`src/rtl/prod_accum.sv`:
```
// prod_accum: saturating accumulator of signed products over in_last-delimited frames,
// emitting a rounded, scaled and clipped sum on a held valid/ready output.
module prod_accum #(
    parameter int P_W   = 16,
    parameter int ACC_W = 24,
    parameter int OUT_W = 16,
    parameter int SHIFT = 0,
    parameter int CNT_W = 8
) (
    input  logic             clk,
    input  logic             rst_n,
    input  logic             in_valid,
    output logic             in_ready,
    input  logic [P_W-1:0]   in_p,
    input  logic             in_last,
    output logic             out_valid,
    input  logic             out_ready,
    output logic [OUT_W-1:0] out_sum,
    output logic [CNT_W-1:0] out_count,
    output logic             out_sat
);
    typedef enum logic {ACCUM, HOLD} state_t;

    localparam logic signed [ACC_W-1:0] AMAX = {1'b0, {(ACC_W-1){1'b1}}};
    localparam logic signed [ACC_W:0]   OMAX = {{(ACC_W-OUT_W+2){1'b0}}, {(OUT_W-1){1'b1}}};
    localparam logic signed [ACC_W:0]   OMIN = ~OMAX;
    // Half an output LSB; evaluates to zero when no shift is applied.
    localparam logic [ACC_W:0] RND = (ACC_W+1)'(((ACC_W+2)'(1) << SHIFT) >> 1);

    state_t                  state;
    logic signed [ACC_W-1:0] acc;
    logic signed [ACC_W-1:0] acc_nxt;
    logic [CNT_W-1:0]        cnt;
    logic [CNT_W-1:0]        cnt_nxt;
    logic                    ovf;
    logic                    ovf_now;
    logic                    clip_hi;
    logic                    clip_lo;
    logic [ACC_W:0]          add_w;
    logic signed [ACC_W:0]   rnd_w;
    logic signed [ACC_W:0]   r;
    logic [OUT_W-1:0]        sum_clip;

    assign out_valid = (state == HOLD);
    assign in_ready  = (state == ACCUM);

    assign add_w    = {acc[ACC_W-1], acc} + (ACC_W+1)'($signed(in_p));
    assign ovf_now  = add_w[ACC_W] ^ add_w[ACC_W-1];
    assign acc_nxt  = ovf_now ? (add_w[ACC_W] ? ~AMAX : AMAX) : add_w[ACC_W-1:0];
    assign cnt_nxt  = &cnt ? cnt : cnt + CNT_W'(1);
    assign rnd_w    = {acc_nxt[ACC_W-1], acc_nxt} + RND;
    assign r        = rnd_w >>> SHIFT;
    assign clip_hi  = r > OMAX;
    assign clip_lo  = r < OMIN;
    assign sum_clip = clip_hi ? OMAX[OUT_W-1:0] : clip_lo ? OMIN[OUT_W-1:0] : r[OUT_W-1:0];

    always_ff @(posedge clk or negedge rst_n) begin
        if (!rst_n) begin
            state     <= ACCUM;
            acc       <= '0;
            cnt       <= '0;
            ovf       <= 1'b0;
            out_sum   <= '0;
            out_count <= '0;
            out_sat   <= 1'b0;
        end else if (state == HOLD) begin
            if (out_ready) state <= ACCUM;
        end else if (in_valid && in_last) begin
            state     <= HOLD;
            acc       <= '0;
            cnt       <= '0;
            ovf       <= 1'b0;
            out_sum   <= sum_clip;
            out_count <= cnt_nxt;
            out_sat   <= ovf | ovf_now | clip_hi | clip_lo;
        end else if (in_valid) begin
            acc <= acc_nxt;
            cnt <= cnt_nxt;
            ovf <= ovf | ovf_now;
        end
    end
endmodule

```
`config.mk`:
```
export PLATFORM = sky130hd
export DESIGN_NAME = prod_accum
export DESIGN_NICKNAME = d
export VERILOG_FILES = /design/src/rtl/prod_accum.sv
export SDC_FILE = /design/constraint.sdc
export NUM_CORES = 1
export LEC_CHECK = 0
export CORE_AREA = 2 2 88 90
export CTS_CLUSTER_DIAMETER = 50
export DETAILED_ROUTE_END_ITERATION = 10
export DIE_AREA = 0 0 90 92
export DONT_BUFFER_PORTS = 1
export PLACE_DENSITY = 0.83
export SYNTH_ARGS = -nofsm -noshare
export SYNTH_HDL_FRONTEND = slang
export SYNTH_SLANG_ARGS = --single-unit
```
`constraint.sdc`:
```
create_clock -name clk -period 2.8 [get_ports clk]
set_input_delay 0.56 -clock clk [delete_from_list [all_inputs] [get_ports clk]]
set_output_delay 0.56 -clock clk [all_outputs]
set_load 0.05 [all_outputs]
```
# [Word-level counts from Yosys, hierarchy flattened]
# Index checks and enable logic that the tools add are counted.
[classes] n_reduce_logical=5 bitwise_logic=5 order_cmp=2 muxes=14 n_addsub=2
[ops] cell="24-bit 2-to-1 mux" count=4
[ops] cell="16-bit 2-to-1 mux" count=2
[ops] cell="24-bit by 16-bit adder with 25-bit output" count=1
[ops] cell="24-bit by 16-bit > comparator with 1-bit output (second input constant)" count=1
[ops] cell="24-bit by 16-bit less-than comparator with 1-bit output (second input constant)" count=1
[ops] cell="8-bit 2-to-1 mux" count=3
[ops] cell="8-bit by 1-bit adder with 8-bit output (second input constant)" count=1
[ops] cell="8-bit AND reduction" count=1
[ops] cell="1-bit 2-to-1 mux" count=5
[ops] cell="2-bit AND reduction" count=2
[ops] cell="1-bit bitwise OR" count=3
[ops] cell="2-bit nonzero test" count=1
[ops] cell="1-bit logical AND" count=1
[ops] cell="1-bit NOT" count=1
[ops] cell="1-bit bitwise XOR" count=1
[word_totals] wordCells=35 in_bits=21 regBits=59 out_inout_bits=27

# [Logic depth before layout (Yosys ltp)]
# Gate-level depths: netlist of the first run.
[logic_depth] depth_word=6 mapped_depth=12 depth_no_buf=11

# [Worst setup path before layout of the first run]
# Ideal clock, no wire load.
[synth_timing] kind="input-to-reg" startpoint="in in_p[2]" endpoint="reg out_sum[5]" t_arrival_ns=3.123 n_path_buf=1 path_slack_ns=-0.454 setup_ns=0.131 cell_stages=11 required_time_ns=2.669 cell_sequence="ha_1 > o211ai_1 > o211ai_2 > a211o_1 > or4_1 > and4_4 > or4b_4 > nor4_4 > a21o_4 > buf_12 > o22ai_2"
[synth_between] elab_chain_len=6 elab_cells_between_ends=8 classes_between="1 x add/sub; 2 x order compare; 4 x mux; 1 x bitwise"
[synth_rtl] element="start: declaration" line_no="14" text="input logic [P_W-1:0] in_p,"
[synth_rtl] element="24-bit by 16-bit adder with 25-bit output *" line_no="47" text="assign add_w = {acc[ACC_W-1], acc} + (ACC_W+1)'($signed(in_p));"
[synth_rtl] element="24-bit 2-to-1 mux / 1-bit bitwise XOR (equally long branches)" line_no="49, 48"
[synth_rtl] element="24-bit 2-to-1 mux *" line_no="49" text="assign acc_nxt = ovf_now ? (add_w[ACC_W] ? ~AMAX : AMAX) : add_w[ACC_W-1:0];"
[synth_rtl] element="24-bit by 16-bit less-than comparator with 1-bit output" line_no="54" text="assign clip_lo = r < OMIN;"
[synth_rtl] element="16-bit 2-to-1 mux" line_no="55" text="assign sum_clip = clip_hi ? OMAX[OUT_W-1:0] : clip_lo ? OMIN[OUT_W-1:0] : r[OUT_W-1:0];"
[synth_rtl] element="16-bit 2-to-1 mux *" line_no="55"
[synth_rtl] element="end signal: assignment" line_no="73" text="out_sum <= sum_clip;"
[synth_rtl] element="end: declaration" line_no="18" text="output logic [OUT_W-1:0] out_sum,"
# Every way passes the cells marked *; elsewhere a longest branch is shown, timed or not.
# A chain may end at the register's enable or synchronous reset.

# [Final worst setup path of the first run]
[layout_timing] startpoint="reg acc[15]" endpoint="reg out_sum[11]"
[layout_between] elab_chain_len=6 elab_cells_between_ends=8 classes_between="1 x add/sub; 2 x order compare; 4 x mux; 1 x bitwise"
[layout_rtl] element="start: declaration" line_no="31" text="logic signed [ACC_W-1:0] acc;"
[layout_rtl] element="start signal: assignment" line_no="77" text="acc <= acc_nxt;"
[layout_rtl] element="24-bit by 16-bit adder with 25-bit output *" line_no="47"
[layout_rtl] element="24-bit 2-to-1 mux / 1-bit bitwise XOR (equally long branches)" line_no="49, 48"
[layout_rtl] element="24-bit 2-to-1 mux *" line_no="49"
[layout_rtl] element="24-bit by 16-bit less-than comparator with 1-bit output" line_no="54"
[layout_rtl] element="16-bit 2-to-1 mux" line_no="55"
[layout_rtl] element="16-bit 2-to-1 mux *" line_no="55"
# Marked as above.

==> metrics.cfg, run 1 <==
[outcome]
status=finished, violations left
violations=negative setup slack

[global_route]
grt_max_degree=60
grt_use_total_pct=33.7
grt_pass1_vias=4374
antenna_found_initial=0
grt_pass1_wl_um=22200
overflow=0

[critical_path]
worst_r2r_endpoint=out_sum[11]$_DFFE_PN0P_
crit_path_start_kind=flop
crit_path_top_delay_cell=dfrtp_1
crit_family=compound AO/OA/AOI/OAI gates
worstPathCellList=ha_1 > a21oi_1 > o21ai_0 > a21oi_2 > buf_4 > o21ai_0 > o211ai_1 > a311oi_2 > and2_1 > a31oi_4 > buf_12 > o22ai_1
crit_top_cell=o21ai_0
path_buf_inv=2
reg2reg_slack_ps=-630
crit_fanout=15
crit_path_max_incr_delay_ps=390
reg2reg_depth=12
cp-end-kind=flop
worstPathArrival_ps=3660
cp.required_ps=3020
critPathKind=flop to flop
worstReg2RegStart=acc[15]$_DFFE_PN0P_

[timing]
timing.hold.ws_ps=59.1
grt_setup_unrepaired=yes
fin_skew_ps=15.9
setup_viol=41
fmax_ghz=0.291
setup_ws_ps=-633
tns_ps=-17000
worst_pin_slew_ps=618
finalCriticalPeriod_ps=3430
hold_violations=0
relSlewSlack_pct=58.8
min_period_over_period_pct=123
maxSlewViolCount=0

[final_layout]
finalInstanceArea_mm2=0.00563
fillers=431
area_growth_pct=36.6
antenna_cells=0
final_nets=599
drive_above_1_share_pct=35.0

[routing]
wl_per_cell_um=24.4
routed_via_density=7.06
num_vias=4652
drtPass1Iterations=6
drtIter0Drc=637
ant_nets=0
routed_wl_um=16100
drc=0

[logic_synthesis]
avgSynthCellArea_um2=8.88
synthAdderAreaFrac_pct=12.0
mappedNetlistNets=511
synth_compound_area_share_pct=27.5
netlist_area_mm2=0.00412
ys_ff_latch=59
yosys-mux-area-fraction_pct=0.972
synthArstFlopShare_pct=100
synthXorXnorAreaFrac_pct=4.25
synth_edf_count=0
synthSimpleGateAreaFrac_pct=15.7
yosysWarnings=0
ys_seq_area_share_pct=35.8
synth.area.top_cells=dfrtp_1, ha_1, o21ai_0, nor2_1, a22o_1
yosysTopAreaCellShare_pct=35.8
synth-main-ff-cell=dfrtp_1
synthCells=464
synth_commonest_cells=dfrtp_1, nor2_1, nand2_1
yosys.cell_count.top_type=dfrtp_1
ys_types=57
synth_top_family_by_area=compound AO/OA/AOI/OAI gates
synth_top_area_cell=dfrtp_1

[place]
port_buffers=0
dp_slack_ps=-523
place.gp.congestion=0.951
placed_area_mm2=0.00486
dp_hpwl_um=8350

[power]
pwr-share-seq_pct=22.0
internal_power_mw=4.36
switchingPower_mw=4.15
comb_power_share_pct=69.4
switching_share_pct=48.8
p_per_area_mw_per_mm2=1510
pwr-share-clk_pct=8.5
p_leak_nw=2.53
vdd_drop_max_mv=0.922

[floorplan]
initial_utilization_pct=55.3
ios=48
die_area_mm2=0.00828
core_mm2=0.00745
die_y_um=92
die_w_um=90
num_rows=32

[clock_network]
cts_tree=yes
clkLatencyLatePin_ps=360
cts_made_buffers=9
htree_levels=3
clkTransAtPathRegs_ps=80
clockRootBuffer=clkbuf_8
cts_num_sinks=59
clock_path_buffers=2

[flow_run]
maxCapViolCount=0

[hold_path]
worstHoldPathType=primary input to async pin

[area by class of cell]
cell class / instances / area (um^2) / share of cell area [%]
tap: 102 / 128 / 2.27
multi-input combinational: 372 / 2920 / 51.8
inverter: 9 / 33.8 / 0.600
timing repair buffer: 101 / 901 / 16.0
sequential: 59 / 1480 / 26.2
clock inverter: 4 / 26.3 / 0.467
clock buffer: 12 / 145 / 2.58
[cell usage in the layout (no fill, tap or decap), types with 4 or more instances in the layout]
cell type,n
xor2_1,8
a21oi_2,7
mux2i_1,4
nor3_1,6
nor2_1,43
dfrtp_1,59
a22o_1,20
and3_1,9
o22ai_2,10
buf_12,4
nand3_1,9
ha_4,7
o22ai_1,10
maj3_2,16
and2_1,5
inv_1,9
buf_4,87
clkbuf_8,10
o21ai_0,38
ha_1,18
buf_6,6
nand2_1,44
xnor2_1,11
a21oi_1,26
a21o_1,8
[metal layers]
layer | vias to the layer above | track usage, % | wire length (um)
met1 | 2166 | 40.9 | 5610
met4 | 0 | 18.5 | 1370
li1 | 1908 | - | -
met2 | 423 | 55.8 | 7260
met5 | - | 0 | 0
met3 | 155 | 7.97 | 1820
[logic make-up after synthesis]
family | after synthesis
buf+inv | 35
flops | 59
mux | 4
xor+xnor | 20
simple gates | 139
compound gates | 165
fa+ha+maj | 42
[worst max path at each step]
stage	slack, ps	cells after the start	to	start
2_1_floorplan	-360	11	out_sum[5]$_DFFE_PN0P_	in_p[2]
3_5_place_dp	-520	10	out_sum[2]$_DFFE_PN0P_	in_p[2]
3_3_place_gp	-430	10	out_sum[2]$_DFFE_PN0P_	in_p[2]
5_1_grt	-630	11	out_sum[11]$_DFFE_PN0P_	acc[5]$_DFFE_PN0P_
4_1_cts	-340	10	out_sum[2]$_DFFE_PN0P_	acc[2]$_DFFE_PN0P_
6_report	-630	12	out_sum[11]$_DFFE_PN0P_	acc[15]$_DFFE_PN0P_
[stage by stage]
stage	util [%]	power, mW	cells
2_1_floorplan	-	4.42	464
3_3_place_gp	65.3	5.79	620
3_5_place_dp	65.3	5.97	620
4_1_cts	72.2	7.43	649
5_1_grt	75.6	8.81	659
6_report	75.6	8.51	659
[state kept, by name, indices dropped and copies added (netlist names)]
signal,count
acc,24
cnt,8
out_count,8
out_sat,1
out_sum,16
out_valid,1
ovf,1
[power by group through the flow]
stage / clock network [mW] / logic, mW / registers, mW
floorplan: 0 / 2.67 / 1.75
global placement: 0 / 3.96 / 1.83
detailed placement: 0 / 4.12 / 1.85
CTS: 0.690 / 4.90 / 1.84
global route: 0.751 / 6.16 / 1.89
finish: 0.727 / 5.91 / 1.87
[repair_timing]
item / 4_1_cts / 5_1_grt
hold buffers: 1 / 0
setup endpoints to repair: 40 / 41
buffers inserted: 9 / 11
gates resized for setup: 53 / 34
gates cloned: 3 / 2
pin swaps: 45 / 31
endpoints found under the hold margin: 59 / 0
(Power assumes the default switching activity.)
==> run 2, diff against run 1 <==
--- a/config.mk
+++ b/config.mk
@@ -10,7 +10,9 @@
 export DETAILED_ROUTE_END_ITERATION = 10
 export DIE_AREA = 0 0 90 92
 export DONT_BUFFER_PORTS = 1
+export MAX_ROUTING_LAYER = met4
 export PLACE_DENSITY = 0.83
+export SLEW_MARGIN = 40
 export SYNTH_ARGS = -nofsm -noshare
 export SYNTH_HDL_FRONTEND = slang
 export SYNTH_SLANG_ARGS = --single-unit
==> metrics.cfg, run 2 (same netlist as run 1, synthesis figures left out) <==
[floorplan]
core_mm2=0.00745  ; unchanged
die_w_um=90  ; unchanged
ios=48  ; unchanged
initial_utilization_pct=55.3  ; unchanged
die_y_um=92  ; unchanged
die_area_mm2=0.00828  ; unchanged
num_rows=32  ; unchanged

[place]
place.gp.congestion=0.995  ; +4.7%
dp_hpwl_um=8210  ; -1.7%
placed_area_mm2=0.00485  ; -0.26%
dp_slack_ps=-498  ; +24.0 ps
port_buffers=0  ; unchanged

[routing]
wl_per_cell_um=20.8  ; -15%
ant_nets=0  ; unchanged
routed_wl_um=13700  ; -15%
routed_via_density=6.53  ; -7.5%
drc=0  ; unchanged
num_vias=4295  ; -7.7%
drtIter0Drc=543  ; -15%
drtPass1Iterations=5  ; -1

[final_layout]
drive_above_1_share_pct=33.1  ; -1.9 points
top_regs=acc x24, out_sum x16
finalInstanceArea_mm2=0.00547  ; -2.8%
antenna_cells=0  ; unchanged
fillers=469  ; +8.8%
multi_input_area_mm2=0.00281  ; -3.7%
seqCellArea_mm2=0.00148  ; unchanged
area_growth_pct=32.8
largest_reg_flops=24  ; unchanged
regMostFlops=acc
final_common_cell=buf_4
layout_common_cells=buf_4, dfrtp_1, nor2_1
final_nets=598  ; -0.17%

[critical_path]
worst_r2r_endpoint=out_sum[12]$_DFFE_PN0P_
worstPathCellList=ha_1 > nand3_1 > o22ai_1 > a211o_1 > or4_1 > and4_4 > or4b_4 > nor4_4 > a21o_4 > o22ai_1
cp.required_ps=3040  ; +20 ps
cp-end-kind=flop
crit_family=simple AND/OR/NAND/NOR gates
crit_path_start_kind=flop
critPathKind=flop to flop
crit_path_top_delay_cell=or4b_4
crit_fanout=8  ; -7
crit_top_cell=o22ai_1
path_buf_inv=0  ; -2
reg2reg_depth=10  ; -2
crit_path_max_incr_delay_ps=490  ; +100 ps
worstReg2RegStart=acc[10]$_DFFE_PN0P_
worstPathArrival_ps=3580  ; -80 ps
reg2reg_slack_ps=-530  ; +100 ps

[clock_network]
clock_path_buffers=2  ; unchanged
htree_levels=3  ; unchanged
clockRootBuffer=clkbuf_8
clkLatencyLatePin_ps=370  ; about the same
cts_made_buffers=9  ; unchanged
cts_num_sinks=59  ; unchanged
clkTransAtPathRegs_ps=80  ; about the same
cts_tree=yes

[power]
comb_power_share_pct=66.6  ; -2.8 points
pwr-share-seq_pct=23.3  ; +1.3 points
finalPower_mw=8.01  ; -5.8%
vdd_drop_max_mv=0.849  ; -7.9%
internal_power_mw=4.20  ; -3.5%
pwr-share-clk_pct=10.2  ; +1.7 points
p_leak_nw=2.45  ; -3.0%
p_per_area_mw_per_mm2=1460  ; -3.1%
switching_share_pct=47.5  ; -1.3 points
switchingPower_mw=3.81  ; -8.3%

[flow_run]
maxCapViolCount=0  ; unchanged

[timing]
min_period_over_period_pct=119  ; -3.5 points
hold_violations=0  ; unchanged
grt_setup_unrepaired=yes
relSlewSlack_pct=51.5  ; -7.2 points
worst_pin_slew_ps=722  ; +104 ps
tns_ps=-13080  ; +3920 ps
fin_skew_ps=10.5  ; -5.41 ps
fmax_ghz=0.300  ; +3.0%
setup_viol=40  ; -2.4%
maxSlewViolCount=0  ; unchanged
finalCriticalPeriod_ps=3330  ; -98.5 ps
setup_ws_ps=-535  ; +98.5 ps
timing.hold.ws_ps=51.6  ; -7.53 ps

[global_route]
antenna_found_initial=0  ; unchanged
grt_pass1_wl_um=20600  ; -7.0%
overflow=0  ; unchanged
grt_pass1_vias=4252  ; -2.8%
grt_max_degree=60  ; unchanged
grt_use_total_pct=32.2  ; -1.5 points

[outcome]
violations=negative setup slack
status=finished, violations left

[hold_path]
worstHoldPathType=primary input to async pin

-- run 2: power by group through the flow --
stage	sequential, mW	combinational, mW	clock [mW]
final	1.86	5.33	0.815
after global routing	1.89	5.65	0.837
after CTS	1.84	4.66	0.796
after detailed placement	1.85	4.08	0
after global placement	1.83	3.93	0
after floorplan	1.75	2.67	0
-- run 2: cell type report --
cell class | instances | area share [%]
Multi-Input combinational cell | 371 | 51.3
Clock buffer | 12 | 2.65
Inverter | 9 | 0.618
Sequential cell | 59 | 27.0
Tap cell | 102 | 2.33
Clock inverter | 4 | 0.915
Timing Repair Buffer | 101 | 15.1
-- run 2: worst max-delay path by stage --
stage                   startpoint                 endpoint  depth (start not counted)
6_report       acc[10]$_DFFE_PN0P_  out_sum[12]$_DFFE_PN0P_                         10
5_1_grt        acc[10]$_DFFE_PN0P_  out_sum[14]$_DFFE_PN0P_                         10
4_1_cts         acc[2]$_DFFE_PN0P_   out_sum[9]$_DFFE_PN0P_                         10
3_5_place_dp               in_p[2]   out_sum[9]$_DFFE_PN0P_                         10
3_3_place_gp               in_p[2]   out_sum[0]$_DFFE_PN0P_                         10
2_1_floorplan              in_p[2]   out_sum[5]$_DFFE_PN0P_                         11
-- run 2: what timing repair did --
action / CTS / global route
pin swaps: 19 / 15
setup endpoints to repair: 39 / 41
hold buffers: 1 / 0
gates cloned: 2 / 0
hold endpoints to repair: 59 / 0
setup buffers: 8 / 13
gates resized for setup: 47 / 22
-- run 2: per-layer routing --
metal / vias up / part of all wire [%] / GRT usage (%)
li1: 1905 / - / -
met1: 2088 / 40 / 37.9
met2: 236 / 47 / 51.3
met3: 66 / 7.8 / 7.31
met4: 0 / 5.2 / 18.6
met5: - / 0 / -
-- run 2: stage by stage --
stage               util [%]  std cells
floorplan                  -        464
global placement        65.2        620
detailed placement      65.2        620
CTS                     71.2        647
global route            73.4        658
finish                  73.4        658
